## config.mk

```make
export PLATFORM = sky130hd
export DESIGN_NAME = rcon_ctrl
export DESIGN_NICKNAME = d
export VERILOG_FILES = /design/src/rtl/rcon_ctrl.sv
export SDC_FILE = /design/constraint.sdc
export NUM_CORES = 1
export LEC_CHECK = 0
export BUFFER_PORTS_ARGS = -buffer_cell sky130_fd_sc_hd__clkbuf_2
export CORE_ASPECT_RATIO = 1.75
export CORE_UTILIZATION = 46
export DETAILED_ROUTE_END_ITERATION = 7
export PLACE_DENSITY = 0.7
export SYNTH_ARGS = -nofsm -noshare
export SYNTH_HDL_FRONTEND = slang
export SYNTH_SLANG_ARGS = --single-unit
export TNS_END_PERCENT = 1
```

## constraint.sdc

```tcl
create_clock -name clk -period 1.6 [get_ports clk]
set_input_delay 0 -clock clk [delete_from_list [all_inputs] [get_ports clk]]
set_output_delay 0 -clock clk [all_outputs]
set_load 0.005 [all_outputs]
```

## src/rtl/rcon_ctrl.sv

```systemverilog
// Builds the AES round-constant table in the external RCON memory, then serves single-word reads over valid/ready.
// Optional read-back check of the loaded table is compiled in with RCON_VERIFY_EN.
module rcon_ctrl #(
  parameter int         NUM_RCON  = 10,
  parameter int         TIMEOUT   = 4,
  parameter logic [7:0] RCON_INIT = 8'h01
) (
  input  logic       clk,
  input  logic       rst,
  input  logic       init_start,
  output logic       init_done,
  output logic       init_err,
  input  logic       req_valid,
  input  logic [3:0] req_round,
  output logic       req_ready,
  output logic       rsp_valid,
  output logic [7:0] rsp_data,
  output logic       rsp_err,
  output logic [7:0] mem_in,
  output logic [7:0] mem_addr,
  output logic [7:0] mem_addr0,
  output logic       mem_wr_en,
  output logic       mem_rd_en,
  input  logic [7:0] mem_out,
  input  logic       mem_done
);

  localparam int         IDX_W     = $clog2(NUM_RCON + 1);
  localparam int         CNT_W     = $clog2(TIMEOUT + 1);
  localparam logic [3:0] MAX_ROUND = 4'(NUM_RCON);

  typedef enum logic [2:0] {
    IDLE,
    LOAD,
`ifdef RCON_VERIFY_EN
    VERIFY,
`endif
    READY,
    RD_ISSUE,
    RD_WAIT,
    RESP
  } state_t;

  function automatic logic [7:0] xtime(input logic [7:0] v);
    return {v[6:0], 1'b0} ^ (v[7] ? 8'h1B : 8'h00);
  endfunction

  state_t             state_reg, state_next;
  logic [IDX_W-1:0]   idx_reg, idx_next;
  logic [7:0]         rcon_reg, rcon_next;
  logic [CNT_W-1:0]   cnt_reg, cnt_next;
  logic               init_done_reg, init_done_next;
  logic               req_ready_reg, req_ready_next;
  logic               rsp_valid_reg, rsp_valid_next;
  logic [7:0]         rsp_data_reg, rsp_data_next;
  logic               rsp_err_reg, rsp_err_next;
  logic [7:0]         mem_in_reg, mem_in_next;
  logic [7:0]         mem_addr_reg, mem_addr_next;
  logic [7:0]         mem_addr0_reg, mem_addr0_next;
  logic               mem_wr_en_reg, mem_wr_en_next;
  logic               mem_rd_en_reg, mem_rd_en_next;
  logic               load_go;
  logic               wait_end;
`ifdef RCON_VERIFY_EN
  logic               init_err_reg, init_err_next;
  logic               vfy_reg, vfy_next;
`endif

  always_ff @(posedge clk) begin
    if (rst) begin
      state_reg     <= IDLE;
      idx_reg       <= '0;
      rcon_reg      <= RCON_INIT;
      cnt_reg       <= '0;
      init_done_reg <= 1'b0;
      req_ready_reg <= 1'b0;
      rsp_valid_reg <= 1'b0;
      rsp_data_reg  <= 8'h00;
      rsp_err_reg   <= 1'b0;
      mem_in_reg    <= 8'h00;
      mem_addr_reg  <= 8'h00;
      mem_addr0_reg <= 8'h00;
      mem_wr_en_reg <= 1'b0;
      mem_rd_en_reg <= 1'b0;
`ifdef RCON_VERIFY_EN
      init_err_reg  <= 1'b0;
      vfy_reg       <= 1'b0;
`endif
    end else begin
      state_reg     <= state_next;
      idx_reg       <= idx_next;
      rcon_reg      <= rcon_next;
      cnt_reg       <= cnt_next;
      init_done_reg <= init_done_next;
      req_ready_reg <= req_ready_next;
      rsp_valid_reg <= rsp_valid_next;
      rsp_data_reg  <= rsp_data_next;
      rsp_err_reg   <= rsp_err_next;
      mem_in_reg    <= mem_in_next;
      mem_addr_reg  <= mem_addr_next;
      mem_addr0_reg <= mem_addr0_next;
      mem_wr_en_reg <= mem_wr_en_next;
      mem_rd_en_reg <= mem_rd_en_next;
`ifdef RCON_VERIFY_EN
      init_err_reg  <= init_err_next;
      vfy_reg       <= vfy_next;
`endif
    end
  end

  always_comb begin
    state_next     = state_reg;
    idx_next       = idx_reg;
    rcon_next      = rcon_reg;
    cnt_next       = cnt_reg;
    init_done_next = init_done_reg;
    rsp_data_next  = rsp_data_reg;
    rsp_err_next   = rsp_err_reg;
    mem_in_next    = mem_in_reg;
    mem_addr_next  = mem_addr_reg;
    mem_addr0_next = mem_addr0_reg;
    mem_wr_en_next = 1'b0;
    rsp_valid_next = 1'b0;
    load_go        = 1'b0;
    wait_end       = mem_done || (cnt_reg == CNT_W'(TIMEOUT - 1));
`ifdef RCON_VERIFY_EN
    init_err_next  = init_err_reg;
    vfy_next       = vfy_reg;
`endif

    unique case (state_reg)
      IDLE: load_go = init_start;
      LOAD: begin
        if (idx_reg == IDX_W'(NUM_RCON)) begin
`ifdef RCON_VERIFY_EN
          state_next = VERIFY;
          idx_next   = '0;
          rcon_next  = RCON_INIT;
          vfy_next   = 1'b1;
`else
          init_done_next = 1'b1;
          state_next     = READY;
`endif
        end else begin
          mem_wr_en_next = 1'b1;
          mem_addr_next  = 8'(idx_reg);
          mem_in_next    = rcon_reg;
          idx_next       = idx_reg + IDX_W'(1);
          rcon_next      = xtime(rcon_reg);
        end
      end
`ifdef RCON_VERIFY_EN
      VERIFY: begin
        mem_addr0_next = 8'(idx_reg);
        state_next     = RD_ISSUE;
      end
`endif
      READY: begin
        // A reload request outranks a read arriving in the same cycle.
        if (init_start) begin
          load_go = 1'b1;
        end else if (req_valid && req_ready_reg) begin
          if (req_round == 4'd0 || req_round > MAX_ROUND) begin
            rsp_data_next = 8'h00;
            rsp_err_next  = 1'b1;
            state_next    = RESP;
          end else begin
            mem_addr0_next = {4'd0, req_round} - 8'd1;
            state_next     = RD_ISSUE;
          end
        end
      end
      RD_ISSUE: begin
        cnt_next   = '0;
        state_next = RD_WAIT;
      end
      RD_WAIT: begin
        if (wait_end) begin
`ifdef RCON_VERIFY_EN
          if (vfy_reg) begin
            if (!mem_done || mem_out != rcon_reg) init_err_next = 1'b1;
            rcon_next = xtime(rcon_reg);
            if (idx_reg == IDX_W'(NUM_RCON - 1)) begin
              init_done_next = 1'b1;
              vfy_next       = 1'b0;
              state_next     = READY;
            end else begin
              idx_next   = idx_reg + IDX_W'(1);
              state_next = VERIFY;
            end
          end else
`endif
          begin
            rsp_data_next = mem_done ? mem_out : 8'h00;
            rsp_err_next  = !mem_done;
            state_next    = RESP;
          end
        end else begin
          cnt_next = cnt_reg + CNT_W'(1);
        end
      end
      RESP: state_next = READY;
      default: state_next = IDLE;
    endcase

    if (load_go) begin
      state_next     = LOAD;
      idx_next       = '0;
      rcon_next      = RCON_INIT;
      init_done_next = 1'b0;
`ifdef RCON_VERIFY_EN
      init_err_next  = 1'b0;
      vfy_next       = 1'b0;
`endif
    end

    // Handshake and strobe outputs are registered images of the state being entered.
    req_ready_next = (state_next == READY);
    mem_rd_en_next = (state_next == RD_ISSUE);
    if (state_next == RESP) rsp_valid_next = 1'b1;
  end

  assign init_done = init_done_reg;
  assign req_ready = req_ready_reg;
  assign rsp_valid = rsp_valid_reg;
  assign rsp_data  = rsp_data_reg;
  assign rsp_err   = rsp_err_reg;
  assign mem_in    = mem_in_reg;
  assign mem_addr  = mem_addr_reg;
  assign mem_addr0 = mem_addr0_reg;
  assign mem_wr_en = mem_wr_en_reg;
  assign mem_rd_en = mem_rd_en_reg;
`ifdef RCON_VERIFY_EN
  assign init_err  = init_err_reg;
`else
  assign init_err  = 1'b0;
`endif

endmodule

```

* Word-level counts from Yosys, hierarchy flattened *
Cells that the tools add are included.
W data, S select, Z words.

word-level totals
  output and inout bits = 39
  word-level logic and storage cells = 78
  bits of input ports = 17
  register bits after elaboration = 52

cells by class
  $lt $le $gt $ge = 1
  reduce and logical (&&, ||, !) cells = 15
  equal/unequal tests = 15
  add/sub/neg operators = 3
  mux-type cells = 25
  bitwise logic cells = 5

operators with widths
  cell                   number
  $mux W8                5
  $mux W3                7
  $pmux W3 S6            1
  $pmux W8 S2            1
  $eq A3 B2 Y1 const B   5
  $ne A2 B2 Y1 const B   5
  $eq A3 B3 Y1 const B   3
  $xor A8 B5 Y8          1
  $mux W1                7
  $pmux W3 S2            1
  $reduce_and A2 Y1      3
  $mux W5                1
  $reduce_and A5 Y1      1
  $sub A4 B1 Y5 const B  1
  $add A4 B1 Y4 const B  1
  $eq A4 B4 Y1 const B   1
  $gt A4 B4 Y1 const B   1
  $logic_not A4 Y1       1
  $not A1 Y1             4
  $pmux W1 S2            2
  $reduce_and A4 Y1      1
  $reduce_bool A2 Y1     2
  $reduce_or A2 Y1       2
  $add A3 B1 Y3 const B  1
  5 further kinds        6

* Logic depth before layout (Yosys ltp) *
  word-level depth = 9
  depth in mapped cells = 8
  mapped depth without buffers = 6

* Least setup slack after synthesis *
Ideal clock, no wire load.

  path type = register to register
  start point = reg cnt_reg[0]
  end point = reg rsp_data_reg[0] (netlist: rsp_data[0])
  required time = 1.539 ns
  setup time = 0.061 ns
  data arrival time = 1.567 ns
  cell stages (with the launch flop) = 6
  period minus slack after synthesis = 1.628 ns
  slack = -0.028 ns
  path buffers = 0
  cell sequence = dfxtp_1 -> ha_1 -> ha_1 -> or2_2 -> a221oi_2 -> a22o_1

on the way
  cells in the longest elaborated chain, start to end = 4

ends and longest elaborated chain
  item                         RTL line  text
  start: declaration           51        logic [CNT_W-1:0] cnt_reg, cnt_next;
  start signal: assignment     93        cnt_reg <= cnt_next;
  $eq A3 B2 Y1                 125       wait_end = mem_done || (cnt_reg == CNT_W'(TIMEOUT - 1));
  $logic_or A1 B1 Y1           125
  $ne A2 B2 Y1 (no line)       --
  $reduce_and A5 Y1 (no line)  --
  end signal: assignment       97        rsp_data_reg <= rsp_data_next;
  end: declaration             55        logic [7:0] rsp_data_reg, rsp_data_next;

Every way passes these cells.
A chain may end at the register's enable or synchronous reset.

* Worst setup path after layout *
  start point = reg state_reg[0]
  end point = reg mem_addr0_reg[1] (netlist: mem_addr0[1])

on the way
  cells in the longest elaborated chain, start to end = 2

ends and longest elaborated chain
  item                         RTL line  text
  start: declaration           48        state_t state_reg, state_next;
  start signal: assignment     90        state_reg <= state_next;
  $eq A3 B2 Y1                 131       unique case (state_reg)
  $reduce_and A4 Y1 (no line)  --
  end signal: assignment       101       mem_addr0_reg <= mem_addr0_next;
  end: declaration             59        logic [7:0] mem_addr0_reg, mem_addr0_next;

Every way passes these cells.

==> results.json <==
{
  "outcome": "complete, but fails checks",
  "die_width_um": 52.8,
  "nNetsFinal": 322,
  "routed_wl_mm": 4.23,
  "drive_gt1_share_pct": 34.4,
  "yosysTopAreaCell": "dfxtp_1",
  "place_area_um2": 2460,
  "avgSynthCellArea_um2": 9.24,
  "use_met2_pct": 37.1,
  "crit_type": "flop to flop",
  "fp.dieH_um": 90.9,
  "synthFlopType": "dfxtp_1",
  "groute.usage.overall_pct": 19.9,
  "setup_ws_ns": -0.0123,
  "ir_worst_vdd_v": 0.000788,
  "antennaDiodeCount": 0,
  "tns_ns": -0.0235,
  "n_fill_cell": 406,
  "root_buffer": "clkbuf_8",
  "path_cells": "or4b_4 > nor2_4 > buf_12 > buf_6 > buf_4 > a311oi_2",
  "rows": 32,
  "netlist_area_um2": 2080,
  "grt_first_pass_wirelength_mm": 7.29,
  "dp_hpwl_mm": 3.01,
  "p_total_uw": 2240,
  "finalSetupViolCount": 3,
  "drv_cap": 0,
  "final_common_cell": "clkbuf_2",
  "cts_sinks": 49,
  "wl_per_cell_um": 12.1,
  "synth_seq_cells": 49,
  "skew_ns": 0.00479,
  "use_met3_pct": 3.52,
  "power_leakage_uw": 0.00116,
  "grt_start_max_net_pins": 19,
  "cts.path.max_buffers": 2,
  "route.detailed.drc": 0,
  "grt_busiest_layer": "met2",
  "start_util_pct": 47.6,
  "syn-instance-count": 225,
  "synth_top_area_share_pct": 47.2,
  "fin_area_um2": 2730,
  "clkTransAtPathRegs_ns": 0.09,
  "synth_cell_types": 41,
  "min_period_over_period_pct": 101,
  "antenna_found_initial": 0,
  "detailroute.via_count": 1799,
  "cp.required_ns": 1.77,
  "critPathLaunchType": "flop",
  "regArea_um2": 983,
  "cts_tree": "built",
  "cpPeakStageDelay_ns": 0.53,
  "multiInputGateArea_um2": 996,
  "htreeDepth": 2,
  "final_cell_mix": "50 x clkbuf_2, 47 x dfxtp_1, 29 x nand2_1",
  "maxSlewViolCount": 0,
  "coreArea_um2": 4360,
  "cts_buffers": 5,
  "io_pins": 56,
  "gp_congestion": 0.788,
  "grt_util_met1_pct": 20.4,
  "drt_iter0_markers": 20,
  "violations": "setup timing",
  "max_freq_mhz": 620,
  "portBuffers": 50,
  "cp_max_fo": 6,
  "synthArstFlopShare_pct": 0,
  "ys_seq_area_share_pct": 47.2,
  "areaGrowthSynthToFinish_pct": 31.1,
  "first_pass_iters": 4,
  "clk_latency_ns": 0.30,
  "die_area_um2": 4800,
  "yosysWarnings": 0,
  "r2r_setup_slack_ns": -0.01,
  "synth_edf_count": 0,
  "hold_viol_final": 0,
  "grt-ovfl-total": 0,
  "grt_pass1_vias": 1754,
  "fin_crit_ns": 1.61,
  "cp_slowest_cell": "or4b_4",
  "rsz0062_at_grt": "true",
  "ys_top_cells_by_area": "dfxtp_1 47%, a21oi_1 6.0%, nand2_1 5.4%, ha_1 4.2%, a22o_1 3.8%",
  "worstPathArrival_ns": 1.78,
  "ant_nets": 0,
  "p_per_area_nw_per_um2": 822,
  "crit_path_end_kind": "flop",
  "hp-class": "input pin to flop",
  "viasPerCell": 5.14
}
==> critical path, delay by kind of cell, from the launching register on <==
| family | cells | cell delay [ns] |
|---|---|---|
| and+or+nand+nor | 2 | 0.73 |
| AOI/OAI and AO/OA | 1 | 0.07 |
| buffers and inverters | 3 | 0.35 |
| DFF | 1 | 0.33 |
==> final cells by class <==
cell class / count / share of cell area, %
Clock inverter: 3 / 0.918
Sequential cell: 49 / 36.1
Inverter: 9 / 1.24
Tap cell: 51 / 2.34
Multi-Input combinational cell: 150 / 36.5
Timing Repair Buffer: 83 / 20.4
Clock buffer: 5 / 2.52
==> cells by family after synthesis <==
kind of cell             count (synthesis)  synth area share, %
AO/OA/AOI/OAI                           57                 20.2
flip-flops                              49                 47.2
buffers and inverters                   30                 7.40
AND/OR/NAND/NOR                         74                 17.9
adder cells (fa/ha/maj)                  7                 4.21
XOR/XNOR                                 7                 2.95
other                                    1                0.180
==> synthesized netlist by cell type, types with 5 or more instances <==
master    count
inv_1         9
clkbuf_1      9
xnor2_1       6
nand2_1      30
ha_1          7
a211oi_1      5
a21oi_1      25
dfxtp_1      49
buf_4         8
a22o_1        9
nor2b_1       5
nor2_1       15
==> what timing repair did <==
item / CTS / global route
hold buffers: 10 / 0
setup buffers: 0 / 4
endpoints found under the setup margin: 14 / 22
resized for setup: 4 / 12
endpoints found under the hold margin: 10 / 0
pin swaps: 0 / 5
==> final timing paths <==
path | from | endpoint | cells past startpoint
min | req_round[3] | mem_addr0[6]$_SDFFE_PP0P_ | 4
min reg2reg | mem_in[0]$_SDFFE_PP0P_ | mem_in[0]$_SDFFE_PP0P_ | 2
max | state_reg[0]$_SDFF_PP0_ | mem_addr0[1]$_SDFFE_PP0P_ | 6
max reg2reg | state_reg[0]$_SDFF_PP0_ | mem_addr0[1]$_SDFFE_PP0P_ | 6
==> power by group <==
group | leakage (uW) | internal, uW | switching, uW | total, uW
Combinational | 0.000715 | 117 | 134 | 251
Clock | 0.0000447 | 316 | 421 | 737
Sequential | 0.000397 | 1240 | 11.8 | 1250
==> layer usage <==
metal,routed length [um],vias to the layer above
li1,-,907
met1,1620,850
met2,2400,36
met3,135,6
met4,70,0
met5,0,-
==> per-stage QoR <==
stage / cells / worst slack, ns / utilization [%] / hold slack, ns
final: 350 / -0.0123 / 62.5 / 0.0433
after global routing: 350 / -0.0787 / 62.5 / 0.0589
after detailed placement: 328 / -0.0219 / 56.3 / 0.223
after global placement: 328 / -0.0301 / 56.3 / 0.222
after CTS: 346 / -0.00339 / 61.0 / 0.0568
after floorplan: 229 / -0.0279 / - / 0.0931
Power figures use the tool's default switching activity.
